$ cat config.mk
export PLATFORM = sky130hd
export DESIGN_NAME = mdu_seq
export DESIGN_NICKNAME = d
export VERILOG_FILES = /design/src/rtl/mdu_seq.sv
export SDC_FILE = /design/constraint.sdc
export NUM_CORES = 1
export LEC_CHECK = 0
export BUFFER_PORTS_ARGS = -buffer_cell sky130_fd_sc_hd__buf_2
export CORE_AREA = 5 5 195 197
export CTS_CLUSTER_SIZE = 14
export DETAILED_ROUTE_END_ITERATION = 16
export DIE_AREA = 0 0 200 202
export PLACE_DENSITY = 0.68
export SLEW_MARGIN = 20
export SYNTH_ARGS = -nofsm -noshare
export SYNTH_HDL_FRONTEND = slang
export SYNTH_SLANG_ARGS = --single-unit
$ cat constraint.sdc
create_clock -name clk -period 7.9 [get_ports clk]
set_input_delay 1.975 -clock clk [delete_from_list [all_inputs] [get_ports clk]]
set_output_delay 1.975 -clock clk [all_outputs]
set_load 0.05 [all_outputs]
$ cat src/rtl/mdu_seq.sv
// Multi-cycle multiply/divide unit owning HI/LO: one bit per cycle,
// shift-add multiply and restoring divide on operand magnitudes.
module mdu_seq #(
    parameter int WIDTH = 32
) (
    input  logic             clk,
    input  logic             rst,
    input  logic             start,
    input  logic [1:0]       op,
    input  logic [WIDTH-1:0] op_a,
    input  logic [WIDTH-1:0] op_b,
    input  logic             flush,
    input  logic             hilo_rd_req,
    input  logic             hi_we,
    input  logic             lo_we,
    input  logic [WIDTH-1:0] wdata,
    output logic [WIDTH-1:0] hi,
    output logic [WIDTH-1:0] lo,
    output logic             busy,
    output logic             stall_req,
    output logic             done,
    output logic             div_by_zero
);

    localparam int CW = (WIDTH > 1) ? $clog2(WIDTH) : 1;

    typedef enum logic [1:0] {IDLE, PREP, CALC, FIN} state_t;

    state_t               state_q, state_d;
    logic [1:0]           op_q, op_d;
    logic [WIDTH-1:0]     a_q, a_d;
    logic [WIDTH-1:0]     b_q, b_d;
    logic [WIDTH-1:0]     mag_q, mag_d;
    logic [2*WIDTH-1:0]   acc_q, acc_d;
    logic [CW-1:0]        cnt_q, cnt_d;
    logic                 qsign_q, qsign_d;
    logic                 rsign_q, rsign_d;
    logic                 dbz_q, dbz_d;
    logic [WIDTH-1:0]     hi_q, hi_d;
    logic [WIDTH-1:0]     lo_q, lo_d;
    logic                 done_q, done_d;
    logic                 dbz_out_q, dbz_out_d;

    logic                 is_div_s;
    logic                 is_signed_s;
    logic                 sign_a_s;
    logic                 sign_b_s;
    logic [WIDTH:0]       mul_sum_s;
    logic [WIDTH:0]       div_trial_s;
    logic [2*WIDTH-1:0]   prod_s;

    function automatic logic [WIDTH-1:0] magnitude(input logic [WIDTH-1:0] v, input logic neg);
        return neg ? (~v + WIDTH'(1)) : v;
    endfunction

    // Datapath helpers: one multiply step, one restoring-divide trial, signed product
    always_comb begin
        is_div_s    = op_q[1];
        is_signed_s = ~op_q[0];
        sign_a_s    = is_signed_s & a_q[WIDTH-1];
        sign_b_s    = is_signed_s & b_q[WIDTH-1];
        mul_sum_s   = {1'b0, acc_q[2*WIDTH-1:WIDTH]} + (acc_q[0] ? {1'b0, mag_q} : {(WIDTH+1){1'b0}});
        div_trial_s = acc_q[2*WIDTH-1:WIDTH-1] - {1'b0, mag_q};
        prod_s      = qsign_q ? (~acc_q + (2*WIDTH)'(1)) : acc_q;
    end

    // Next-state and result computation
    always_comb begin
        state_d   = state_q;
        op_d      = op_q;
        a_d       = a_q;
        b_d       = b_q;
        mag_d     = mag_q;
        acc_d     = acc_q;
        cnt_d     = cnt_q;
        qsign_d   = qsign_q;
        rsign_d   = rsign_q;
        dbz_d     = dbz_q;
        hi_d      = hi_q;
        lo_d      = lo_q;
        done_d    = 1'b0;
        dbz_out_d = 1'b0;
        case (state_q)
            IDLE: begin
                if (!flush) begin
                    hi_d = hi_we ? wdata : hi_q;
                    lo_d = lo_we ? wdata : lo_q;
                    if (start) begin
                        op_d    = op;
                        a_d     = op_a;
                        b_d     = op_b;
                        state_d = PREP;
                    end else begin
                        state_d = IDLE;
                    end
                end else begin
                    state_d = IDLE;
                end
            end
            PREP: begin
                qsign_d = sign_a_s ^ sign_b_s;
                rsign_d = sign_a_s;
                cnt_d   = {CW{1'b0}};
                // Divide keeps |divisor| in mag and |dividend| in the low half; multiply the reverse.
                mag_d   = is_div_s ? magnitude(b_q, sign_b_s) : magnitude(a_q, sign_a_s);
                acc_d   = {{WIDTH{1'b0}}, is_div_s ? magnitude(a_q, sign_a_s) : magnitude(b_q, sign_b_s)};
                if (is_div_s && (b_q == {WIDTH{1'b0}})) begin
                    dbz_d   = 1'b1;
                    state_d = FIN;
                end else begin
                    dbz_d   = 1'b0;
                    state_d = CALC;
                end
            end
            CALC: begin
                cnt_d = cnt_q + CW'(1);
                if (is_div_s) begin
                    acc_d = div_trial_s[WIDTH] ? {acc_q[2*WIDTH-2:0], 1'b0}
                                               : {div_trial_s[WIDTH-1:0], acc_q[WIDTH-2:0], 1'b1};
                end else begin
                    acc_d = {mul_sum_s, acc_q[WIDTH-1:1]};
                end
                state_d = (cnt_q == CW'(WIDTH - 1)) ? FIN : CALC;
            end
            FIN: begin
                if (dbz_q) begin
                    lo_d = {WIDTH{1'b1}};
                    hi_d = a_q;
                end else if (is_div_s) begin
                    lo_d = magnitude(acc_q[WIDTH-1:0], qsign_q);
                    hi_d = magnitude(acc_q[2*WIDTH-1:WIDTH], rsign_q);
                end else begin
                    lo_d = prod_s[WIDTH-1:0];
                    hi_d = prod_s[2*WIDTH-1:WIDTH];
                end
                done_d    = 1'b1;
                dbz_out_d = dbz_q;
                state_d   = IDLE;
            end
            default: begin
                state_d = IDLE;
            end
        endcase
        // A flush abandons any in-flight op without touching HI/LO.
        if (flush && (state_q != IDLE)) begin
            state_d   = IDLE;
            hi_d      = hi_q;
            lo_d      = lo_q;
            done_d    = 1'b0;
            dbz_out_d = 1'b0;
        end else begin
            state_d = state_d;
        end
    end

    // State and result registers
    always_ff @(posedge clk) begin
        if (rst) begin
            state_q   <= IDLE;
            op_q      <= 2'd0;
            a_q       <= {WIDTH{1'b0}};
            b_q       <= {WIDTH{1'b0}};
            mag_q     <= {WIDTH{1'b0}};
            acc_q     <= {(2*WIDTH){1'b0}};
            cnt_q     <= {CW{1'b0}};
            qsign_q   <= 1'b0;
            rsign_q   <= 1'b0;
            dbz_q     <= 1'b0;
            hi_q      <= {WIDTH{1'b0}};
            lo_q      <= {WIDTH{1'b0}};
            done_q    <= 1'b0;
            dbz_out_q <= 1'b0;
        end else begin
            state_q   <= state_d;
            op_q      <= op_d;
            a_q       <= a_d;
            b_q       <= b_d;
            mag_q     <= mag_d;
            acc_q     <= acc_d;
            cnt_q     <= cnt_d;
            qsign_q   <= qsign_d;
            rsign_q   <= rsign_d;
            dbz_q     <= dbz_d;
            hi_q      <= hi_d;
            lo_q      <= lo_d;
            done_q    <= done_d;
            dbz_out_q <= dbz_out_d;
        end
    end

    assign hi          = hi_q;
    assign lo          = lo_q;
    assign busy        = (state_q != IDLE);
    assign stall_req   = busy & (hilo_rd_req | start | hi_we | lo_we);
    assign done        = done_q;
    assign div_by_zero = dbz_out_q;

endmodule

======== Word level (Yosys, flattened, before mapping) ========
Index checks and enable logic that the tools add are counted.
word-level totals
  flip-flop bits (word level) ............. 238
  input bits .............................. 105
  output and inout bits ................... 68
  word-level logic and storage cells ...... 86
cells by class
  add/sub/neg operators ................... 8
  eq/ne operators ......................... 7
  mux-type cells .......................... 29
  bitwise operators ....................... 16
  reductions and logical operators ........ 12
operator list
  kind                                                              number
  32-bit two-way mux                                                15
  64-bit two-way mux                                                3
  32-bit by 1-bit adder with 32-bit output (second input constant)  4
  32-bit NOT                                                        4
  32-bit one-hot mux with 2 select lines                            2
  64-bit one-hot mux with 2 select lines                            1
  64-bit by 1-bit adder with 64-bit output (second input constant)  1
  64-bit NOT                                                        1
  32-bit by 32-bit adder with 33-bit output                         1
  33-bit by 32-bit subtractor with 33-bit output                    1
  32-bit zero test                                                  1
  5-bit one-hot mux with 2 select lines                             1
  2-bit one-hot mux with 4 select lines                             1
  4-bit AND reduction                                               2
  2-bit != test (second input constant)                             3
  2-bit nonzero test                                                3
  5-bit by 1-bit adder with 5-bit output (second input constant)    1
  5-bit equality test (second input constant)                       1
  1-bit two-way mux                                                 5
  2-bit equality test (second input constant)                       2
  1-bit NOT                                                         4
  1-bit AND                                                         3
  1-bit OR                                                          3
  3-bit AND reduction                                               1
  other kinds (7)                                                   8

======== Longest topological paths before layout ========
Gate-level depths: netlist of the first run.
  word-level depth ........................ 6
  gate-level depth with buffers ........... 14
  mapped depth without buffers ............ 13

======== Worst setup path before layout of the first run ========
No wires, ideal clock.
  path type ............................... input -> output
  start ................................... input hilo_rd_req
  end ..................................... output stall_req
  data arrival time ....................... 2653 ps
  data required time ...................... 5925 ps
  setup slack ............................. 3272 ps
  cell stages on the path ................. 2
  buffers on the path ..................... 0
  cell sequence ........................... nor4_1 nor2_1
between the ends
  longest elaborated chain between the ends .. 4
RTL lines
  element                 RTL line  text
  start: declaration      13        input logic hilo_rd_req,
  1-bit OR (3 in series)  194       assign stall_req = busy & (hilo_rd_req | start | hi_we | lo_we);
  1-bit AND               194
  end: declaration        20        output logic stall_req,
Every way passes these cells.

======== Final worst setup path of the first run ========
  start ................................... input start
  end ..................................... output stall_req
between the ends
  longest elaborated chain between the ends .. 4
RTL lines
  element                 RTL line  text
  start: declaration      8         input logic start,
  1-bit OR (3 in series)  194
  1-bit AND               194
Every way passes these cells.

==> results by group, run 1 <==
Run status
  • Status: finished clean

Power and ir drop
  • Total power: ~3.5 mW
  • Psw: 1.19 mW
  • Logic pwr share: 24.4%
  • Clock power frac: a little under two fifths
  • P_leak: around 8.0 nW
  • Net Sw Frac: between 30 and 40%
  • Max VDD drop: about 150 uV
  • Internal Power: between 2 and 2.5 mW
  • Sequential share of power: between 30 and 40%
  • Pwr dens: about 180 nW/um^2

Logic synthesis
  • Post-synthesis cell count: 2335
  • Mapped Area: roughly 17000 um^2
  • EDFF count, synth: 0
  • Main synth FF type: dfxtp_1
  • Yosys cell types: ~90
  • Post-synthesis register bit count: roughly 240
  • Sequential area share after synthesis: 27.2%
  • Post-synth net total: between 2000 and 3000
  • FFs w/ async S/R, synth: 0%
  • Mean Syn Cell Area: 7.49 um^2
  • Syn. warnings: 0

Worst setup path
  • R2r worst-path depth: 13
  • Reg2Reg Setup Slack: between 3 and 4 ns
  • Crit path max-delay family: buffers and inverters
  • Crit-path max cell delay: around 0.26 ns
  • Worst Setup EP: stall_req
  • Worst reg2reg startpoint: acc_q[0]$_SDFFE_PP0P_
  • Reg-to-reg endpoint: acc_q[60]$_SDFFE_PP0P_
  • CP Capture Type: output port
  • Nature of the critical path startpoint: primary input
  • Crit path top cell by count: buf_2
  • Worst path cell trace: buf_2, nor4_1, nor2_1, buf_2
  • WP data arrival: around 2.6 ns
  • Slowest CP cell: nor4_1
  • Setup CP Type: in -> out
  • Crit path from: start
  • Worst endpoint required time: between 5 and 6 ns
  • Buffer and inverter count on the worst path: 2
  • Worst path depth: 4
  • CP max FO: 2

Clocking
  • TritonCTS clock tree: yes
  • H-tree depth: 1
  • Clock slew at reported path FFs: 0.06 ns
  • Clock sink count: ~240
  • TritonCTS Buffers: 27
  • CTS max path bufs: 3
  • Root Buffer Master: clkbuf_16
  • Hold_buf cts: 0
  • Post-CTS sizing: 0
  • Clk_lat worst skew: slightly below 0.6 ns
  • Post-CTS Setup Bufs: 0

STA
  • Achievable frequency: around 220 MHz
  • Period utilisation layout: about 58%
  • Slew of the pin with the lowest slew margin: approximately 1.1 ns
  • Setup violators final: 0
  • Hold Slack: between 0.4 and 0.5 ns
  • RSZ-0062 raised after global routing: false
  • Final Hold Vio Count: 0
  • Fin worst setup slack: approximately 3.3 ns
  • Setup_tns: 0 ns
  • Final min period: around 4.6 ns
  • Final Skew: between 0.015 and 0.02 ns
  • Slew Viols, Final: 0
  • Max_slew headroom: 24.1%

Floorplanning
  • Initial Util: 48.5%
  • CORE AREA: 36100 um^2
  • # IOs: about 170
  • Die W: around 200 um
  • Std cell rows: 70
  • Die ar.: just over 40000 um^2
  • Die Span Y: approximately 200 um

Place
  • Placed Area: between 15000 and 20000 um^2
  • Gp weighted congestion: 0.996
  • Post-DP HPWL: a little over 50000 um
  • Pre-CTS setup slack: between 3 and 4 ns
  • Placed instance count: between 2000 and 3000
  • IO buf count: approximately 170

Routing
  • Vias/cell: 6.30
  • Initial DRC count: 1886
  • Drt total wl: 66500 um
  • WL/cell: about 23 um
  • 1st-pass router iterations: 6
  • Detail Route Antenna Nets: 0
  • # DRC: 0
  • Vias: 18160

Finish
  • Fin area: 19400 um^2
  • Final instance count without filler cells: between 2000 and 3000
  • Area Overhead vs Synth: 10.8%
  • Share of cells above drive strength 1: between 10% and 20%
  • N_diodes: 0
  • Final net count: about 2600
  • Utilization after layout: between 50% and 60%

Global route
  • Largest net degree at the start of global routing: between 90 and 100
  • Initial antenna violation count: 2
  • Grt ovf: 0
  • Tot GR Track Use: roughly 31%
  • Vias in the first global route: between 15000 and 20000
  • First-pass GRT wire length: 99600 um

Worst hold path
  • Hold Path Class: reg -> reg

Flow run
  • Max-Cap Viols: 0
-- logic make-up (layout without fill, tap and decap cells) --
logic type / count (synthesis) / count (layout) / synth area share [%]
AND/OR/NAND/NOR: 826 / 826 / 22.0
flip-flops: 238 / 238 / 27.2
AO/OA/AOI/OAI: 721 / 721 / 26.7
XOR/XNOR: 164 / 164 / 8.21
buffers and inverters: 244 / 323 / 5.42
multiplexers: 66 / 66 / 4.91
adder cells (fa/ha/maj): 76 / 76 / 5.52
-- worst reg2reg max path: stages, from the launching register on --
cell	delay (ns)
dfxtp_1	0.60
inv_1	0.22
buf_4	0.30
nor2_1	0.17
ha_1	0.27
o21ai_0	0.24
o21ai_0	0.26
and4_1	0.29
or2_2	0.35
a21oi_1	0.41
o21ai_0	0.27
a211oi_1	0.38
mux2i_1	0.23
o211ai_1	0.10
-- routing by layer --
metal	track usage, %	share of wire [%]	vias to the layer above
met2	48.3	45	859
li1	-	-	8498
met5	0	0.032	-
met1	42.0	41	8623
met3	8.27	9.6	176
met4	11.5	4.4	4
-- state kept, by name, summed over array words and instances (netlist names), 2 cells and up --
signal	cells
cnt_q	5
b_q	32
a_q	32
state_q	2
acc_q	64
lo	32
mag_q	32
op_q	2
hi	32
-- cell usage in the layout (no fill, tap or decap), types with 43 or more instances in the layout --
master	synthesis	routed
a211oi_1	57	56
dfxtp_1	238	237
o21ai_0	133	133
nand2_1	271	271
mux2i_1	43	43
a21oi_1	240	240
nor3_1	53	53
xnor2_1	90	90
xor2_1	74	74
inv_1	81	81
nor2_1	279	277
buf_2	1	171
ha_1	74	72
-- power by group through the flow --
stage / combinational [mW] / sequential [mW] / clock [mW]
after detailed placement: 0.829 / 1.37 / 0
after global placement: 0.821 / 1.36 / 0
final: 0.846 / 1.35 / 1.28
after global routing: 0.906 / 1.35 / 1.34
after CTS: 0.833 / 1.34 / 1.29
after floorplan: 0.544 / 1.40 / 0
-- cell usage after synthesis (29+ instances only) --
| cell | number | area [um^2] |
|---|---|---|
| nor2_1 | 279 | 1050 |
| nand2_1 | 271 | 1020 |
| a21oi_1 | 240 | 1200 |
| dfxtp_1 | 238 | 4760 |
| clkbuf_1 | 138 | 518 |
| o21ai_0 | 133 | 666 |
| xnor2_1 | 90 | 788 |
| inv_1 | 81 | 304 |
| ha_1 | 74 | 926 |
| xor2_1 | 74 | 648 |
| a211oi_1 | 57 | 428 |
| nor3_1 | 53 | 265 |
| mux2i_1 | 43 | 430 |
| a21o_1 | 39 | 293 |
| nand3_1 | 39 | 195 |
| o211ai_1 | 37 | 278 |
| nand2b_1 | 29 | 181 |
-- area by class of cell --
| class | instances | area, um^2 |
|---|---|---|
| timing repair buffer | 192 | 1020 |
| tap | 468 | 586 |
| multi-input combinational | 1853 | 11800 |
| fill | 3601 | 16700 |
| inverter | 84 | 315 |
| clock buffer | 39 | 751 |
| clock inverter | 8 | 118 |
| sequential | 238 | 4770 |
-- how the worst min path moves through the flow --
stage / cells past startpoint / slack [ns] / end / from
2_1_floorplan: 2 / 0.44 / mag_q[8]$_SDFFE_PP0P_ / mag_q[8]$_SDFFE_PP0P_
3_3_place_gp: 1 / 0.43 / hi[25]$_SDFFE_PP0P_ / hi[25]$_SDFFE_PP0P_
3_5_place_dp: 2 / 0.45 / lo[31]$_SDFFE_PP0P_ / lo[31]$_SDFFE_PP0P_
4_1_cts: 2 / 0.45 / lo[31]$_SDFFE_PP0P_ / lo[31]$_SDFFE_PP0P_
5_1_grt: 2 / 0.47 / lo[31]$_SDFFE_PP0P_ / lo[31]$_SDFFE_PP0P_
6_report: 2 / 0.46 / lo[31]$_SDFFE_PP0P_ / lo[31]$_SDFFE_PP0P_
Note: power is estimated with default switching activity, not from simulation.
==> run 2: changes to the inputs <==
- PLACE_DENSITY: 0.68 -> 0.7
- clock period: 7.9 -> 3.83 ns (I/O delays scaled with it)
==> run 2 against run 1 <==
Worst hold slack got worse by 0.0093 ns. Clock power grew 120%. Setup slack got worse by 3.1 ns. Die area unchanged. Utilization increased by 1.5 points. Largest power group is now clock.
==> results by group, run 2 (synthesis gave the netlist of run 1 again) <==
Run status
  • Status: finished clean

Worst setup path
  • Setup CP Type: reg -> reg
  • Reg2Reg Setup Slack: 0.19 ns (-3.46 ns)
  • WP data arrival: 4.10 ns (+1.49 ns)
  • Worst endpoint required time: 4.29 ns (-1.64 ns)
  • R2r worst-path depth: 12 (-1)
  • CP max FO: 14 (+12)
  • Nature of the critical path startpoint: flip-flop
  • Reg-to-reg endpoint: acc_q[61]$_SDFFE_PP0P_
  • CP Capture Type: flip-flop
  • Worst reg2reg startpoint: acc_q[0]$_SDFFE_PP0P_

Global route
  • Vias in the first global route: 17530 (+3.8%)
  • Grt ovf: 0 (unchanged)
  • Tot GR Track Use: 33.0% (+1.7 points)
  • First-pass GRT wire length: 104000 um (+4.6%)
  • Initial antenna violation count: 0 (-2)
  • Largest net degree at the start of global routing: 80 (-16%)

Finish
  • Max reg flops: 64 (unchanged)
  • Most common library cell in the layout ignoring fill and taps: nor2_1
  • Share of cells above drive strength 1: 15.2% (+2.4 points)
  • Largest reg by FF count: acc_q
  • N_diodes: 0 (unchanged)
  • Final net count: 2635 (+2.3%)
  • Utilization after layout: 55.2% (+1.5 points)
  • Area Overhead vs Synth: 13.8%
  • Most frequent cells in the layout: 277 x nor2_1, 270 x nand2_1, 240 x a21oi_1

Routing
  • WL/cell: 23.8 um (+3.1%)
  • # DRC: 0 (unchanged)
  • Vias: 18713 (+3.0%)
  • Drt total wl: 70000 um (+5.3%)
  • Vias/cell: 6.36 (+0.91%)
  • Initial DRC count: 2520 (+34%)
  • 1st-pass router iterations: 7 (+1)
  • Detail Route Antenna Nets: 0 (unchanged)

Power and ir drop
  • Psw: 2.56 mW (+110%)
  • Internal Power: 4.82 mW (+110%)
  • Max VDD drop: 396 uV (+160%)
  • P_leak: 8.35 nW (+4.2%)
  • Pwr dens: 371 nW/um^2 (+110%)
  • Clock power frac: 37.6% (+0.8 points)
  • Sequential share of power: 37.4% (-1.4 points)
  • Total power: 7.38 mW (+110%)
  • Net Sw Frac: 34.6% (+0.25 points)
  • Logic pwr share: 25.0% (+0.6 points)

Floorplanning
  • Die Span Y: 202 um (unchanged)
  • Std cell rows: 70 (unchanged)
  • # IOs: 173 (unchanged)
  • Die W: 200 um (unchanged)
  • Initial Util: 48.5% (unchanged)
  • CORE AREA: 36100 um^2 (unchanged)
  • Die ar.: 40400 um^2 (unchanged)

Clocking
  • Clk_lat worst skew: 0.60 ns (+0.02 ns)
  • TritonCTS clock tree: yes
  • CTS max path bufs: 3 (unchanged)
  • TritonCTS Buffers: 28 (+3.7%)
  • Root Buffer Master: clkbuf_16
  • Clock sink count: 238 (unchanged)
  • H-tree depth: 1 (unchanged)
  • Clock slew at reported path FFs: 0.07 ns (about the same)
  • Hold_buf cts: 0 (unchanged)

Flow run
  • Max-Cap Viols: 0 (unchanged)

STA
  • Period utilisation layout: 94.9%
  • RSZ-0062 raised after global routing: false
  • Slew of the pin with the lowest slew margin: 1.06 ns (-0.0777 ns)
  • Final Skew: 0.0554 ns (+0.0359 ns)
  • Setup violators final: 0 (unchanged)
  • Final Hold Vio Count: 0 (unchanged)
  • Max_slew headroom: 29.2% (+5.1 points)
  • Setup_tns: 0 ns (unchanged)
  • Slew Viols, Final: 0 (unchanged)
  • Final min period: ~3.6 ns
  • Achievable frequency: about 280 MHz

Place
  • IO buf count: 172 (unchanged)
  • Post-DP HPWL: 54900 um (+8.0%)
  • Gp weighted congestion: 1.04 (+3.9%)

Worst hold path
  • Hold endpoint: lo[6]$_SDFFE_PP0P_
  • Hold Startpoint: lo[6]$_SDFFE_PP0P_
  • Hold Path Class: reg -> reg
  • Hold path cells: 2 (unchanged)
==> run 2: cell types whose count changed in the layout (fill, tap and decap cells not counted), moves of 2 or more <==
cell	delta
clkinv_2	+4
buf_4	+55
clkbuf_8	+2
nor2b_1	+2
clkbuf_1	-6
buf_12	+2
nor2b_2	-2
clkinvlp_4	+2
==> run 2: routing by layer <==
metal | GRT usage, % | wire [um] | vias up
li1 | - | - | 8619
met1 | 45.7 | 29300 | 8891
met2 | 49.5 | 30300 | 1008
met3 | 6.63 | 6650 | 195
met4 | 14.8 | 3790 | 0
met5 | 0 | 0 | -
==> run 2: worst max-delay path: stages (launching register included) <==
cell	delay [ns]
dfxtp_1	0.39
clkinvlp_4	0.36
nor2_1	0.22
ha_1	0.27
a21oi_1	0.27
nor2b_1	0.11
o41ai_1	0.43
a21boi_0	0.23
o21bai_1	0.22
a31oi_1	0.16
a41oi_1	0.27
mux2_2	0.35
a211oi_1	0.23
==> run 2: per-stage QoR <==
stage | instance area, um^2 | instances | hold slack [ns] | worst slack [ns]
final | 19900 | 2943 | 0.446 | 0.195
after CTS | 19900 | 2943 | 0.451 | 0.253
after detailed placement | 18900 | 2892 | 0.443 | 0.318
after floorplan | 17500 | 2335 | 0.441 | 0.718
after global routing | 19900 | 2943 | 0.473 | 0.0160
after global placement | 18900 | 2892 | 0.438 | 0.318
==> run 2: repair_timing <==
action / in CTS / in global routing
resized for setup: 0 / 3
hold endpoints to repair: 0 / 0
setup buffers: 0 / 0
endpoints found under the setup margin: 0 / 11
==> run 2: area by class of cell <==
cell class | count | area, um^2
Tap cell | 468 | 586
Fill cell | 3512 | 16200
Inverter | 84 | 319
Clock buffer | 36 | 781
Clock inverter | 15 | 173
Multi-Input combinational cell | 1853 | 11800
Timing Repair Buffer | 249 | 1470
Sequential cell | 238 | 4770
==> run 2: worst max-delay path by stage <==
| stage | start | cells after the start | slack, ns | endpoint |
|---|---|---|---|---|
| 2_1_floorplan | acc_q[0]$_SDFFE_PP0P_ | 13 | 0.72 | acc_q[62]$_SDFFE_PP0P_ |
| 3_3_place_gp | acc_q[0]$_SDFFE_PP0P_ | 13 | 0.32 | acc_q[61]$_SDFFE_PP0P_ |
| 3_5_place_dp | acc_q[31]$_SDFFE_PP0P_ | 13 | 0.32 | acc_q[61]$_SDFFE_PP0P_ |
| 4_1_cts | acc_q[31]$_SDFFE_PP0P_ | 13 | 0.25 | acc_q[61]$_SDFFE_PP0P_ |
| 5_1_grt | acc_q[0]$_SDFFE_PP0P_ | 12 | 0.02 | acc_q[61]$_SDFFE_PP0P_ |
| 6_report | acc_q[0]$_SDFFE_PP0P_ | 12 | 0.19 | acc_q[61]$_SDFFE_PP0P_ |
==> run 2: power by group through the flow <==
stage          sequential (mW)  clock (mW)  combinational, mW
2_1_floorplan             2.90           0               1.12
4_1_cts                   2.75        2.79               1.80
3_5_place_dp              2.81           0               1.80
5_1_grt                   2.77        2.90               1.97
6_report                  2.76        2.78               1.84
3_3_place_gp              2.80           0               1.78
==> run 3: changes to the inputs <==
- CELL_PAD_IN_SITES_DETAIL_PLACEMENT: default -> 1
- CELL_PAD_IN_SITES_GLOBAL_PLACEMENT: default -> 1
- CORE_AREA: 5 5 195 197 -> 5 5 216 218
- CTS_CLUSTER_SIZE: 14 -> 24
- DIE_AREA: 0 0 200 202 -> 0 0 221 223
- PLACE_DENSITY: 0.7 -> default
- PLACE_DENSITY_LB_ADDON: default -> 0.1
- SKIP_LAST_GASP: default -> 1
==> run 3 against run 2 <==
Fmax up 2.1%. Register-to-register slack better by 0.08 ns. Wire length up 11%. First-iteration DRC count down 39%. Cell count up 4.3%. Sequential share of layout area down 0.20 points. Largest power group unchanged. Highest routed layer is now met5.
==> results by group, run 3 (synthesis gave the netlist of run 1 again) <==
Run status
  • Status: finished clean

Worst setup path
  • Slowest CP cell: fa_1
  • R2r worst-path depth: 14 (+2)
  • CP Capture Type: flip-flop
  • WP data arrival: 4.07 ns (-0.03 ns)
  • Worst path cell trace: buf_4, and2_1, ha_1, inv_1, fa_1, nand2b_1, a21o_1, a31o_2, a21boi_0, o21bai_1, a31oi_1, a41oi_1, mux2_2, a211oi_1
  • Setup CP Type: reg -> reg
  • Crit-path max cell delay: 0.39 ns (-0.04 ns)
  • Worst endpoint required time: 4.34 ns (+0.05 ns)
  • Nature of the critical path startpoint: flip-flop
  • CP max FO: 7 (-7)

Power and ir drop
  • Net Sw Frac: 34.9% (+0.28 points)
  • Internal Power: 4.93 mW (+2.3%)
  • Clock power frac: 38.3% (+0.7 points)
  • Pwr dens: 378 nW/um^2 (+1.8%)
  • Psw: 2.65 mW (+3.5%)
  • Sequential share of power: 36.5% (-0.9 points)
  • P_leak: 8.35 nW (about the same)
  • Max VDD drop: 374 uV (-5.5%)
  • Logic pwr share: 25.1% (about the same)

Finish
  • Final net count: 2631 (-0.15%)
  • Most common library cell in the layout ignoring fill and taps: nor2_1
  • Area of the multi-input gates: 11800 um^2 (about the same)
  • Most frequent cells in the layout: 277 x nor2_1, 270 x nand2_1, 239 x a21oi_1
  • N_diodes: 0 (unchanged)
  • Max reg flops: 64 (unchanged)
  • Largest reg by FF count: acc_q
  • Share of cells above drive strength 1: 14.8% (-0.33 points)
  • FF/Latch Area: 4770 um^2 (unchanged)
  • Area Overhead vs Synth: 14.8%
  • Final instance count without filler cells: 3070 (+4.3%)
  • Filler Cell Count: 5589 (+59%)

Routing
  • Detail Route Antenna Nets: 0 (unchanged)
  • # DRC: 0 (unchanged)
  • Vias/cell: 6.01 (-5.5%)
  • Drt total wl: 77900 um (+11%)
  • Vias: 18442 (-1.4%)
  • Initial DRC count: 1529 (-39%)
  • 1st-pass router iterations: 5 (-2)
  • WL/cell: 25.4 um (+6.7%)

STA
  • Final min period: 3.56 ns (-0.0759 ns)
  • Setup_tns: 0 ns (unchanged)
  • Period utilisation layout: 92.9% (-2.0 points)
  • Hold Slack: 0.451 ns (+0.00450 ns)
  • Final Hold Vio Count: 0 (unchanged)
  • Achievable frequency: 281 MHz (+2.1%)
  • Final Skew: 0.0102 ns (-0.0453 ns)
  • Slew of the pin with the lowest slew margin: 0.994 ns (-0.0654 ns)
  • RSZ-0062 raised after global routing: false
  • Slew Viols, Final: 0 (unchanged)
  • Max_slew headroom: 33.7% (+4.5 points)
  • Setup violators final: 0 (unchanged)

Floorplanning
  • Initial Util: 39.1% (-9.3 points)
  • Die W: 221 um (+11%)
  • CORE AREA: 44700 um^2 (+24%)
  • Std cell rows: 78 (+11%)
  • # IOs: 173 (unchanged)
  • Die ar.: 49300 um^2 (+22%)
  • Die Span Y: 223 um (+10%)

Clocking
  • TritonCTS Buffers: 29 (+3.6%)
  • CTS max path bufs: 3 (unchanged)
  • Clock slew at reported path FFs: 0.07 ns (about the same)
  • Hold_buf cts: 0 (unchanged)
  • Root Buffer Master: clkbuf_16
  • Clock sink count: 238 (unchanged)
  • TritonCTS clock tree: yes
  • Post-CTS Setup Bufs: 0 (unchanged)
  • H-tree depth: 1 (unchanged)
  • Clk_lat worst skew: 0.60 ns (about the same)

Place
  • Post-DP HPWL: 62100 um (+13%)
  • Placed instance count: 3019 (+4.4%)
  • IO buf count: 172 (unchanged)
  • Gp weighted congestion: 0.964 (-6.9%)

Global route
  • Initial antenna violation count: 2 (+2)
  • Vias in the first global route: 18287 (+4.3%)
  • Largest net degree at the start of global routing: 123 (+54%)
  • First-pass GRT wire length: 116000 um (+11%)
  • Tot GR Track Use: 30.0% (-3.0 points)
  • Grt ovf: 0 (unchanged)

Worst hold path
  • Hold path cells: 2 (unchanged)
  • Hold Path Class: reg -> reg

Flow run
  • Max-Cap Viols: 0 (unchanged)
[run 3: cell count changes in the layout (fill, tap and decap cells not counted), moves of 2 or more]
cell / before / now
clkinvlp_4: 4 / 2
clkinv_2: 5 / 3
clkbuf_1: 3 / 6
inv_6: 2 / 0
buf_4: 75 / 69
[run 3: layout make-up]
cell class | count | area share, %
Multi-Input combinational cell | 1853 | 58.9
Sequential cell | 238 | 23.7
Timing Repair Buffer | 244 | 7.20
Clock buffer | 40 | 4.07
Tap cell | 600 | 3.74
Inverter | 84 | 1.57
Clock inverter | 11 | 0.785
[run 3: worst paths after layout]
| path | from | slack, ns | to |
|---|---|---|---|
| setup / recovery | acc_q[0]$_SDFFE_PP0P_ | 0.27 | acc_q[61]$_SDFFE_PP0P_ |
| hold reg to reg | lo[19]$_SDFFE_PP0P_ | 0.45 | lo[19]$_SDFFE_PP0P_ |
| setup reg to reg | acc_q[0]$_SDFFE_PP0P_ | 0.27 | acc_q[61]$_SDFFE_PP0P_ |
| hold / removal | lo[19]$_SDFFE_PP0P_ | 0.45 | lo[19]$_SDFFE_PP0P_ |
[run 3: power groups by stage]
stage / clock network [mW] / registers (mW) / logic [mW]
2_1_floorplan: 0 / 2.90 / 1.12
3_3_place_gp: 0 / 2.81 / 1.84
3_5_place_dp: 0 / 2.82 / 1.87
4_1_cts: 2.94 / 2.77 / 1.88
5_1_grt: 3.04 / 2.78 / 2.03
6_report: 2.90 / 2.77 / 1.91
[run 3: timing repair]
action / CTS / global route
resized for setup: 0 / 3
endpoints found under the hold margin: 0 / 0
endpoints found under the setup margin: 0 / 13
[run 3: stage by stage]
stage          instance area, um^2  util [%]  setup WS, ns  total power, mW
2_1_floorplan                17500         -         0.718             4.02
3_3_place_gp                 19100      42.7         0.271             4.66
3_5_place_dp                 19100      42.7         0.166             4.69
4_1_cts                      20100      44.9         0.127             7.58
5_1_grt                      20100      44.9       0.00850             7.85
6_report                     20100      44.9         0.271             7.58
[run 3: routing by layer]
layer	up-vias	track usage [%]	part of all wire [%]
met5	-	0	0.035
met4	4	11.1	4.4
met3	137	5.50	7.1
met2	631	47.8	45
met1	9057	40.8	44
li1	8613	-	-
[run 3: critical path, delay by kind of cell, from the launching register on]
| kind | cells | cell delay (ns) |
|---|---|---|
| and+or+nand+nor | 2 | 0.33 |
| DFF | 1 | 0.33 |
| buffers and inverters | 2 | 0.22 |
| adders and majority gates | 2 | 0.58 |
| AOI/OAI and AO/OA | 7 | 1.69 |
| muxes | 1 | 0.31 |
